$ cat src/rtl/csr_access_sequencer.sv
`default_nettype none
// +----------------------------------------------------------------------------+
// | Module   : csr_access_sequencer                                            |
// | Purpose  : Sequences Zicsr read-modify-write traffic on the CSR file port. |
// | Options  : CSR_RO_CHECK_EN - reject writes to read-only CSRs (addr 0xC00+) |
// | Revision : 1.0 - initial release                                           |
// +----------------------------------------------------------------------------+
module csr_access_sequencer #(
  parameter int XLEN          = 32,
  parameter int CSR_ADDR_BITS = 12
) (
  input  logic                     clk,
  input  logic                     reset_n,
  input  logic                     sync_reset,
  input  logic                     start,
  input  logic [2:0]               funct3,
  input  logic [CSR_ADDR_BITS-1:0] csr_addr,
  input  logic [4:0]               rs1_idx,
  input  logic [XLEN-1:0]          rs1_data,
  input  logic [4:0]               rd_idx,
  output logic                     csr_read_enable,
  output logic [CSR_ADDR_BITS-1:0] csr_read_addr,
  input  logic                     csr_read_en_in,
  input  logic [XLEN-1:0]          csr_read_data_in,
  output logic                     csr_write_enable,
  output logic [CSR_ADDR_BITS-1:0] csr_write_addr,
  output logic [XLEN-1:0]          csr_write_data,
  input  logic                     csr_fault_in,
  output logic                     busy,
  output logic                     rd_we,
  output logic [4:0]               rd_addr,
  output logic [XLEN-1:0]          rd_data,
  output logic                     done,
  output logic                     illegal
);

  localparam logic [2:0] S_IDLE    = 3'd0;
  localparam logic [2:0] S_READ    = 3'd1;
  localparam logic [2:0] S_CAPTURE = 3'd2;
  localparam logic [2:0] S_WRITE   = 3'd3;
  localparam logic [2:0] S_CHECK   = 3'd4;

  localparam logic [1:0] c_OP_RW = 2'b01;
  localparam logic [1:0] c_OP_RS = 2'b10;

  logic [2:0]               r_state;
  logic [2:0]               w_state_next;

  logic [2:0]               r_funct3;
  logic [4:0]               r_rs1_idx;
  logic [XLEN-1:0]          r_rs1_data;

  logic                     r_csr_read_enable;
  logic [CSR_ADDR_BITS-1:0] r_csr_read_addr;
  logic                     r_csr_write_enable;
  logic [CSR_ADDR_BITS-1:0] r_csr_write_addr;
  logic [XLEN-1:0]          r_csr_write_data;
  logic                     r_busy;
  logic                     r_rd_we;
  logic [4:0]               r_rd_addr;
  logic [XLEN-1:0]          r_rd_data;
  logic                     r_done;
  logic                     r_illegal;

  logic                     w_accept;
  logic                     w_finish;
  logic                     w_finish_illegal;
  logic                     w_capture;
  logic                     w_load_wdata;
  logic [XLEN-1:0]          w_wdata_next;

  logic                     w_in_illegal;
  logic                     w_in_skip_read;
  logic                     w_in_ro_fault;
  logic [XLEN-1:0]          w_in_operand;
  logic [XLEN-1:0]          w_operand;
  logic                     w_skip_write;
  logic [XLEN-1:0]          w_rmw_value;

  logic                     w_read_en_next;
  logic                     w_write_en_next;
  logic                     w_busy_next;
  logic                     w_rd_we_next;

  // Immediate forms carry the 5-bit uimm in the rs1 field.
  assign w_in_operand   = funct3[2] ? {{(XLEN-5){1'b0}}, rs1_idx} : rs1_data;
  assign w_in_illegal   = (funct3[1:0] == 2'b00);
  assign w_in_skip_read = (funct3[1:0] == c_OP_RW) && (rd_idx == 5'd0);

`ifdef CSR_RO_CHECK_EN
  assign w_in_ro_fault = !(funct3[1] && (rs1_idx == 5'd0))
                         && (csr_addr[CSR_ADDR_BITS-1 -: 2] == 2'b11);
`else
  assign w_in_ro_fault = 1'b0;
`endif

  assign w_operand    = r_funct3[2] ? {{(XLEN-5){1'b0}}, r_rs1_idx} : r_rs1_data;
  assign w_skip_write = r_funct3[1] && (r_rs1_idx == 5'd0);
  assign w_accept     = (r_state == S_IDLE) && start && !sync_reset;

  always_comb begin
    w_rmw_value = w_operand;
    case (r_funct3[1:0])
      c_OP_RS: w_rmw_value = csr_read_data_in | w_operand;
      2'b11:   w_rmw_value = csr_read_data_in & ~w_operand;
      default: w_rmw_value = w_operand;
    endcase
  end

  always_ff @(posedge clk or negedge reset_n) begin
    if (!reset_n) begin
      r_state <= S_IDLE;
    end else begin
      r_state <= w_state_next;
    end
  end

  always_comb begin
    w_state_next     = r_state;
    w_finish         = 1'b0;
    w_finish_illegal = 1'b0;
    w_capture        = 1'b0;
    w_load_wdata     = 1'b0;
    w_wdata_next     = w_in_operand;
    case (r_state)
      S_IDLE: begin
        if (start) begin
          if (w_in_illegal || w_in_ro_fault) begin
            w_finish         = 1'b1;
            w_finish_illegal = 1'b1;
          end else if (w_in_skip_read) begin
            w_state_next = S_WRITE;
            w_load_wdata = 1'b1;
            w_wdata_next = w_in_operand;
          end else begin
            w_state_next = S_READ;
          end
        end
      end
      S_READ: w_state_next = S_CAPTURE;
      S_CAPTURE: begin
        if (csr_fault_in || !csr_read_en_in) begin
          w_finish         = 1'b1;
          w_finish_illegal = 1'b1;
        end else begin
          w_capture = 1'b1;
          if (w_skip_write) begin
            w_finish = 1'b1;
          end else begin
            w_state_next = S_WRITE;
            w_load_wdata = 1'b1;
            w_wdata_next = w_rmw_value;
          end
        end
      end
      S_WRITE: w_state_next = S_CHECK;
      S_CHECK: begin
        w_finish         = 1'b1;
        w_finish_illegal = csr_fault_in;
      end
      default: w_state_next = S_IDLE;
    endcase
    if (w_finish) begin
      w_state_next = S_IDLE;
    end
    // A synchronous abort overrides every transition and suppresses completion.
    if (sync_reset) begin
      w_state_next     = S_IDLE;
      w_finish         = 1'b0;
      w_finish_illegal = 1'b0;
      w_capture        = 1'b0;
      w_load_wdata     = 1'b0;
    end
  end

  always_comb begin
    w_read_en_next  = (w_state_next == S_READ);
    w_write_en_next = (w_state_next == S_WRITE);
    w_busy_next     = (w_state_next != S_IDLE);
    w_rd_we_next    = w_finish && !w_finish_illegal && (r_rd_addr != 5'd0);
  end

  always_ff @(posedge clk or negedge reset_n) begin
    if (!reset_n) begin
      r_funct3           <= '0;
      r_rs1_idx          <= '0;
      r_rs1_data         <= '0;
      r_csr_read_enable  <= 1'b0;
      r_csr_read_addr    <= '0;
      r_csr_write_enable <= 1'b0;
      r_csr_write_addr   <= '0;
      r_csr_write_data   <= '0;
      r_busy             <= 1'b0;
      r_rd_we            <= 1'b0;
      r_rd_addr          <= '0;
      r_rd_data          <= '0;
      r_done             <= 1'b0;
      r_illegal          <= 1'b0;
    end else begin
      r_csr_read_enable  <= w_read_en_next;
      r_csr_write_enable <= w_write_en_next;
      r_busy             <= w_busy_next;
      r_rd_we            <= w_rd_we_next;
      r_done             <= w_finish;
      r_illegal          <= w_finish_illegal;
      if (w_accept) begin
        r_funct3         <= funct3;
        r_rs1_idx        <= rs1_idx;
        r_rs1_data       <= rs1_data;
        r_csr_read_addr  <= csr_addr;
        r_csr_write_addr <= csr_addr;
        r_rd_addr        <= rd_idx;
      end
      if (w_load_wdata) begin
        r_csr_write_data <= w_wdata_next;
      end
      if (w_capture) begin
        r_rd_data <= csr_read_data_in;
      end
    end
  end

  assign csr_read_enable  = r_csr_read_enable;
  assign csr_read_addr    = r_csr_read_addr;
  assign csr_write_enable = r_csr_write_enable;
  assign csr_write_addr   = r_csr_write_addr;
  assign csr_write_data   = r_csr_write_data;
  assign busy             = r_busy;
  assign rd_we            = r_rd_we;
  assign rd_addr          = r_rd_addr;
  assign rd_data          = r_rd_data;
  assign done             = r_done;
  assign illegal          = r_illegal;

endmodule
`default_nettype wire

$ cat config.mk
export PLATFORM = sky130hd
export DESIGN_NAME = csr_access_sequencer
export DESIGN_NICKNAME = d
export VERILOG_FILES = /design/src/rtl/csr_access_sequencer.sv
export SDC_FILE = /design/constraint.sdc
export NUM_CORES = 1
export LEC_CHECK = 0
export ABC_AREA = 1
export BUFFER_PORTS_ARGS = -buffer_cell sky130_fd_sc_hd__buf_2
export CORE_AREA = 2 2 103 130
export CTS_CLUSTER_DIAMETER = 60
export CTS_CLUSTER_SIZE = 28
export DETAILED_ROUTE_END_ITERATION = 6
export DIE_AREA = 0 0 105 132
export PLACE_DENSITY = 0.79
export SYNTH_ARGS = -nofsm -noshare
export SYNTH_HDL_FRONTEND = slang
export SYNTH_SLANG_ARGS = --single-unit
$ cat constraint.sdc
create_clock -name clk -period 1.9 [get_ports clk]
set_input_delay 0.38 -clock clk [delete_from_list [all_inputs] [get_ports clk]]
set_output_delay 0.38 -clock clk [all_outputs]
set_load 0.03 [all_outputs]
==> flow_summary.html <==
<table>
<tr><th>Metric</th><th>Value</th></tr>
<tr><th colspan="2">Run status</th></tr>
<tr><td>Run status</td><td>finished, final reports clean</td></tr>
<tr><th colspan="2">Floorplanning</th></tr>
<tr><td>Effective utilization at floorplan</td><td>51.3%</td></tr>
<tr><td>Ports placed on the boundary</td><td>194</td></tr>
<tr><td>Core region area</td><td>12,500 um2</td></tr>
<tr><td>Die boundary width</td><td>105 um</td></tr>
<tr><td>Core Rows</td><td>46</td></tr>
<tr><td>DIE HEIGHT</td><td>132 um</td></tr>
<tr><td>Area enclosed by the die boundary</td><td>13,900 um2</td></tr>
<tr><th colspan="2">Routing</th></tr>
<tr><td>Routed wire length per instance</td><td>15.6 um</td></tr>
<tr><td>DRC violation count after routing</td><td>0</td></tr>
<tr><td>First-pass DRT Iterations</td><td>5</td></tr>
<tr><td>Detailed route wirelength on metal3</td><td>1290 um</td></tr>
<tr><td>Wire length on met1</td><td>7180 um</td></tr>
<tr><td>DRC marker count from the first detailed-route iteration</td><td>476</td></tr>
<tr><td>Total routed wirelength</td><td>19,000 um</td></tr>
<tr><td>Highest routed metal layer</td><td>met4</td></tr>
<tr><td>Total number of vias</td><td>6,372</td></tr>
<tr><td>Post-route antenna net violation count</td><td>0</td></tr>
<tr><td>DR vias/cell</td><td>5.22</td></tr>
<tr><td>Met2 routed wirelength</td><td>9500 um</td></tr>
<tr><th colspan="2">Critical path</th></tr>
<tr><td>Worst setup endpoint</td><td>r_rs1_idx[4]$_DFFE_PN0P_</td></tr>
<tr><td>Crit Reg-Reg Endpoint</td><td>r_rs1_idx[4]$_DFFE_PN0P_</td></tr>
<tr><td>Worst reg2reg path depth</td><td>7</td></tr>
<tr><td>Bufs and invs on worst path</td><td>2</td></tr>
<tr><td>Startpoint kind of the worst setup timing path</td><td>register</td></tr>
<tr><td>Worst path top cell family by delay</td><td>simple AND/OR/NAND/NOR gates</td></tr>
<tr><td>Required time reported for the critical path endpoint</td><td>2.18 ns</td></tr>
<tr><td>Slack of the worst reg-to-reg path</td><td>0.17 ns</td></tr>
<tr><td>Cell depth of the worst setup path</td><td>7</td></tr>
<tr><td>Data arrival time of the worst path</td><td>2.01 ns</td></tr>
<tr><td>Slowest Stage Delay on Critical Path</td><td>0.42 ns</td></tr>
<tr><td>Critical path's slowest cell</td><td>sky130_fd_sc_hd__dfrtp_1</td></tr>
<tr><td>Kind of end point of the critical path</td><td>register</td></tr>
<tr><td>CP Max Fanout</td><td>35</td></tr>
<tr><td>Sequence of cells on the critical path</td><td>inv_2 &gt; nand2_1 &gt; nor2_1 &gt; nand2_2 &gt; nor2_4 &gt; buf_4 &gt; o21ai_0</td></tr>
<tr><td>Class of the most critical setup path</td><td>reg -&gt; reg</td></tr>
<tr><td>Worst setup startpoint</td><td>r_state[1]$_DFF_PN0_</td></tr>
<tr><td>Crit Reg-Reg Startpoint</td><td>r_state[1]$_DFF_PN0_</td></tr>
<tr><th colspan="2">Clocking</th></tr>
<tr><td>CTS tree</td><td>done</td></tr>
<tr><td>Clock edge transition at the registers on the reported setup and hold paths</td><td>0.06 ns</td></tr>
<tr><td>Clock latency on the worst-skew pair</td><td>0.41 ns</td></tr>
<tr><td>CTS root buf</td><td>sky130_fd_sc_hd__clkbuf_16</td></tr>
<tr><td>H-tree levels</td><td>4</td></tr>
<tr><td>Maximum clock path buffer count</td><td>2</td></tr>
<tr><td>Clock buffer count from CTS</td><td>17</td></tr>
<tr><td>Number of clock sinks</td><td>130</td></tr>
<tr><td>Resized Gates After CTS</td><td>0</td></tr>
<tr><th colspan="2">Timing</th></tr>
<tr><td>Share of the cycle needed by the critical path after routing</td><td>91.1%</td></tr>
<tr><td>Final count of pins violating max slew</td><td>0</td></tr>
<tr><td>Unrepaired setup endpoints after global routing</td><td>false</td></tr>
<tr><td>Worst clock skew</td><td>0.0118 ns</td></tr>
<tr><td>Maximum clock frequency</td><td>578 MHz</td></tr>
<tr><td>Min cycle time layout</td><td>1.73 ns</td></tr>
<tr><td>Worst Max-Slew Pin Slew</td><td>0.479 ns</td></tr>
<tr><td>Number of setup violations in the final report</td><td>0</td></tr>
<tr><td>Number of hold violations in the final report</td><td>0</td></tr>
<tr><td>Relative slew slack</td><td>68.0%</td></tr>
<tr><td>Setup TNS</td><td>0 ns</td></tr>
<tr><th colspan="2">Synth</th></tr>
<tr><td>Library cell occupying the most area in the post-synthesis netlist</td><td>sky130_fd_sc_hd__dfrtp_1</td></tr>
<tr><td>Share of synthesized area spent on multiplexers</td><td>0.311%</td></tr>
<tr><td>Count of warnings emitted by yosys</td><td>0</td></tr>
<tr><td>Netlist area before placement</td><td>6440 um2</td></tr>
<tr><td>Nets in the synthesized netlist</td><td>961</td></tr>
<tr><td>Share of synthesized cell area in and, or, nand and nor gates</td><td>33.5%</td></tr>
<tr><td>Area contributors post-synth</td><td>sky130_fd_sc_hd__dfrtp_1 (51%), sky130_fd_sc_hd__nand2_1 (23%), sky130_fd_sc_hd__o21ai_0 (6.8%)</td></tr>
<tr><td>Yosys top cell area share</td><td>50.5%</td></tr>
<tr><td>XOR/XNOR share of the synthesized area</td><td>0%</td></tr>
<tr><td>Post-synthesis sequential area ratio</td><td>50.5%</td></tr>
<tr><td>Number of synthesized register bits</td><td>130</td></tr>
<tr><td>Post-Syn Area per Cell</td><td>7.43 um2</td></tr>
<tr><td>Complex-gate fraction of the synthesized area</td><td>7.93%</td></tr>
<tr><td>Number of instances in the synthesized netlist</td><td>866</td></tr>
<tr><td>Unique masters post-synth</td><td>27</td></tr>
<tr><td>Adder and majority gate portion of the synthesized area</td><td>0%</td></tr>
<tr><td>Combinational family with the most area after synthesis</td><td>simple AND/OR/NAND/NOR gates</td></tr>
<tr><th colspan="2">Placed design</th></tr>
<tr><td>Placed insts</td><td>1,186</td></tr>
<tr><td>RePlAce Congestion</td><td>0.923</td></tr>
<tr><td>Count of buffers from port buffering</td><td>193</td></tr>
<tr><td>Dpl hpwl</td><td>13,600 um</td></tr>
<tr><th colspan="2">Cells and area</th></tr>
<tr><td>Share of post-route cells with drive strength above 1</td><td>24.7%</td></tr>
<tr><td>Nets</td><td>1,133</td></tr>
<tr><td>Fill cell count</td><td>1,106</td></tr>
<tr><td>Non-filler instance count after layout</td><td>1,220</td></tr>
<tr><td>Layout-stage area growth over the synthesis result</td><td>26.0%</td></tr>
<tr><th colspan="2">Power</th></tr>
<tr><td>Leakage</td><td>4.62 nW</td></tr>
<tr><td>Areal power density over the cells</td><td>1220 nW/um2</td></tr>
<tr><td>Maximum vdd drop</td><td>0.808 mV</td></tr>
<tr><th colspan="2">Global routing</th></tr>
<tr><td>Number of global-route vias before repair</td><td>6,171</td></tr>
<tr><td>Overall global routing resource usage</td><td>28.1%</td></tr>
<tr><td>Number of antenna violations at the first check in global routing</td><td>2</td></tr>
<tr><td>Gr ovfl total</td><td>0</td></tr>
<tr><td>First-pass GRT wire length</td><td>30,600 um</td></tr>
<tr><td>Pin count of the biggest net entering global routing</td><td>51</td></tr>
<tr><th colspan="2">Min path</th></tr>
<tr><td>Min-delay worst type</td><td>in -&gt; reg</td></tr>
<tr><th colspan="2">Flow run</th></tr>
<tr><td>Max-cap viol count</td><td>0</td></tr>
</table>
sequential cells by signal, indices dropped and copies added, names as in the netlist:
name	count
csr_write_data	32
r_rs1_data	32
rd_data	32
csr_write_addr	12
r_rs1_idx	5
rd_addr	5
r_funct3	3
r_state	3
busy	1
csr_read_enable	1
csr_write_enable	1
done	1
illegal	1
rd_we	1
where the power goes:
group	total, mW	internal [mW]	switching (mW)
Sequential	3.66	3.34	0.315
Combinational	2.91	0.842	2.07
Clock	3.35	2.16	1.19
Total	9.92	6.35	3.57
layer usage:
layer / track usage [%] / vias up
li1: - / 3060
met1: 34.1 / 2958
met2: 46.4 / 296
met3: 5.44 / 58
met4: 16.9 / 0
met5: 0 / -
worst min-delay path by stage:
stage | from | to | slack [ns] | cells after the start
after floorplan | reset_n | busy$_DFF_PN0_ | 0.08 | 0
after global placement | reset_n | rd_data[14]$_DFFE_PN0P_ | 0.36 | 1
after detailed placement | reset_n | rd_data[14]$_DFFE_PN0P_ | 0.36 | 1
after CTS | csr_addr[8] | csr_write_addr[8]$_DFFE_PN0P_ | 0.16 | 3
after global routing | csr_addr[5] | csr_write_addr[5]$_DFFE_PN0P_ | 0.17 | 3
final | csr_addr[5] | csr_write_addr[5]$_DFFE_PN0P_ | 0.17 | 3
cell type report:
cell class | instances | area [um2] | area share [%]
Sequential cell | 130 | 3250 | 40.1
Multi-Input combinational cell | 631 | 2690 | 33.1
Inverter | 43 | 164 | 2.02
Tap cell | 168 | 210 | 2.59
Antenna cell | 2 | 5.00 | 0.0617
Clock buffer | 23 | 478 | 5.89
Clock inverter | 8 | 128 | 1.57
Timing Repair Buffer | 215 | 1190 | 14.6
timing repair:
| action | CTS | global route |
|---|---|---|
| endpoints found under the setup margin | 0 | 0 |
| buffers inserted | 0 | 0 |
| hold buffers | 1 | 0 |
| hold endpoints to repair | 31 | 0 |
Yosys cell counts:
| cell | instances |
|---|---|
| sky130_fd_sc_hd__nand2_1 | 395 |
| sky130_fd_sc_hd__a21oi_1 | 9 |
| sky130_fd_sc_hd__buf_4 | 16 |
| sky130_fd_sc_hd__o211ai_1 | 3 |
| sky130_fd_sc_hd__nand4_1 | 1 |
| sky130_fd_sc_hd__nand3_1 | 76 |
| sky130_fd_sc_hd__mux2i_1 | 2 |
| sky130_fd_sc_hd__inv_1 | 35 |
| sky130_fd_sc_hd__nand2_2 | 2 |
| sky130_fd_sc_hd__nor2_2 | 2 |
| sky130_fd_sc_hd__nand3_2 | 1 |
| sky130_fd_sc_hd__buf_6 | 2 |
| sky130_fd_sc_hd__nand3_4 | 2 |
| sky130_fd_sc_hd__nor4_1 | 1 |
| sky130_fd_sc_hd__nand2_4 | 1 |
| sky130_fd_sc_hd__and2_0 | 1 |
| sky130_fd_sc_hd__inv_4 | 1 |
| sky130_fd_sc_hd__nor2_4 | 1 |
| sky130_fd_sc_hd__nor2_1 | 41 |
| sky130_fd_sc_hd__nor3_1 | 4 |
| sky130_fd_sc_hd__nand3b_1 | 1 |
| sky130_fd_sc_hd__dfrtp_1 | 130 |
| sky130_fd_sc_hd__o21a_1 | 1 |
| sky130_fd_sc_hd__clkbuf_1 | 22 |
| sky130_fd_sc_hd__inv_2 | 7 |
| sky130_fd_sc_hd__o21ai_0 | 87 |
| sky130_fd_sc_hd__buf_2 | 22 |
logic make-up (layout without fill, tap and decap cells):
group                  after synthesis  count (layout)
AND/OR/NAND/NOR                    529             529
flip-flops                         130             130
buffers and inverters              105             289
AO/OA/AOI/OAI                      100             100
multiplexers                         2               2
other                                0               2
worst register-to-register path, cell delays in order, from the launching register on:
cell and delay (ns):
sky130_fd_sc_hd__dfrtp_1 0.42, sky130_fd_sc_hd__inv_2 0.09, sky130_fd_sc_hd__nand2_1 0.12, sky130_fd_sc_hd__nor2_1 0.18, sky130_fd_sc_hd__nand2_2 0.15, sky130_fd_sc_hd__nor2_4 0.15, sky130_fd_sc_hd__buf_4 0.35, sky130_fd_sc_hd__o21ai_0 0.14
cell usage in the layout, fill, tap and decap left out, types with 4 or more instances in the layout:
cell                        instances
sky130_fd_sc_hd__nor3_1             4
sky130_fd_sc_hd__nor2_1            41
sky130_fd_sc_hd__buf_2            192
sky130_fd_sc_hd__inv_2              7
sky130_fd_sc_hd__inv_1             35
sky130_fd_sc_hd__nand2_1          395
sky130_fd_sc_hd__dfrtp_1          130
sky130_fd_sc_hd__buf_4             18
sky130_fd_sc_hd__a21oi_1            9
sky130_fd_sc_hd__o21ai_0           87
sky130_fd_sc_hd__nand3_1           76
sky130_fd_sc_hd__clkbuf_16         17
sky130_fd_sc_hd__buf_12             4
stage by stage:
| step | hold WS (ns) | area [um2] | power, mW | setup WS (ns) | utilization [%] |
|---|---|---|---|---|---|
| floorplan | 0.0844 | 6440 | 5.66 | 0.480 | - |
| global placement | 0.362 | 7490 | 6.53 | 0.215 | 59.7 |
| detailed placement | 0.361 | 7490 | 6.59 | 0.190 | 59.7 |
| CTS | 0.162 | 8110 | 9.95 | 0.184 | 64.6 |
| global route | 0.172 | 8110 | 10.4 | 0.0201 | 64.6 |
| finish | 0.169 | 8110 | 9.92 | 0.170 | 64.6 |
(Power assumes the default switching activity.)
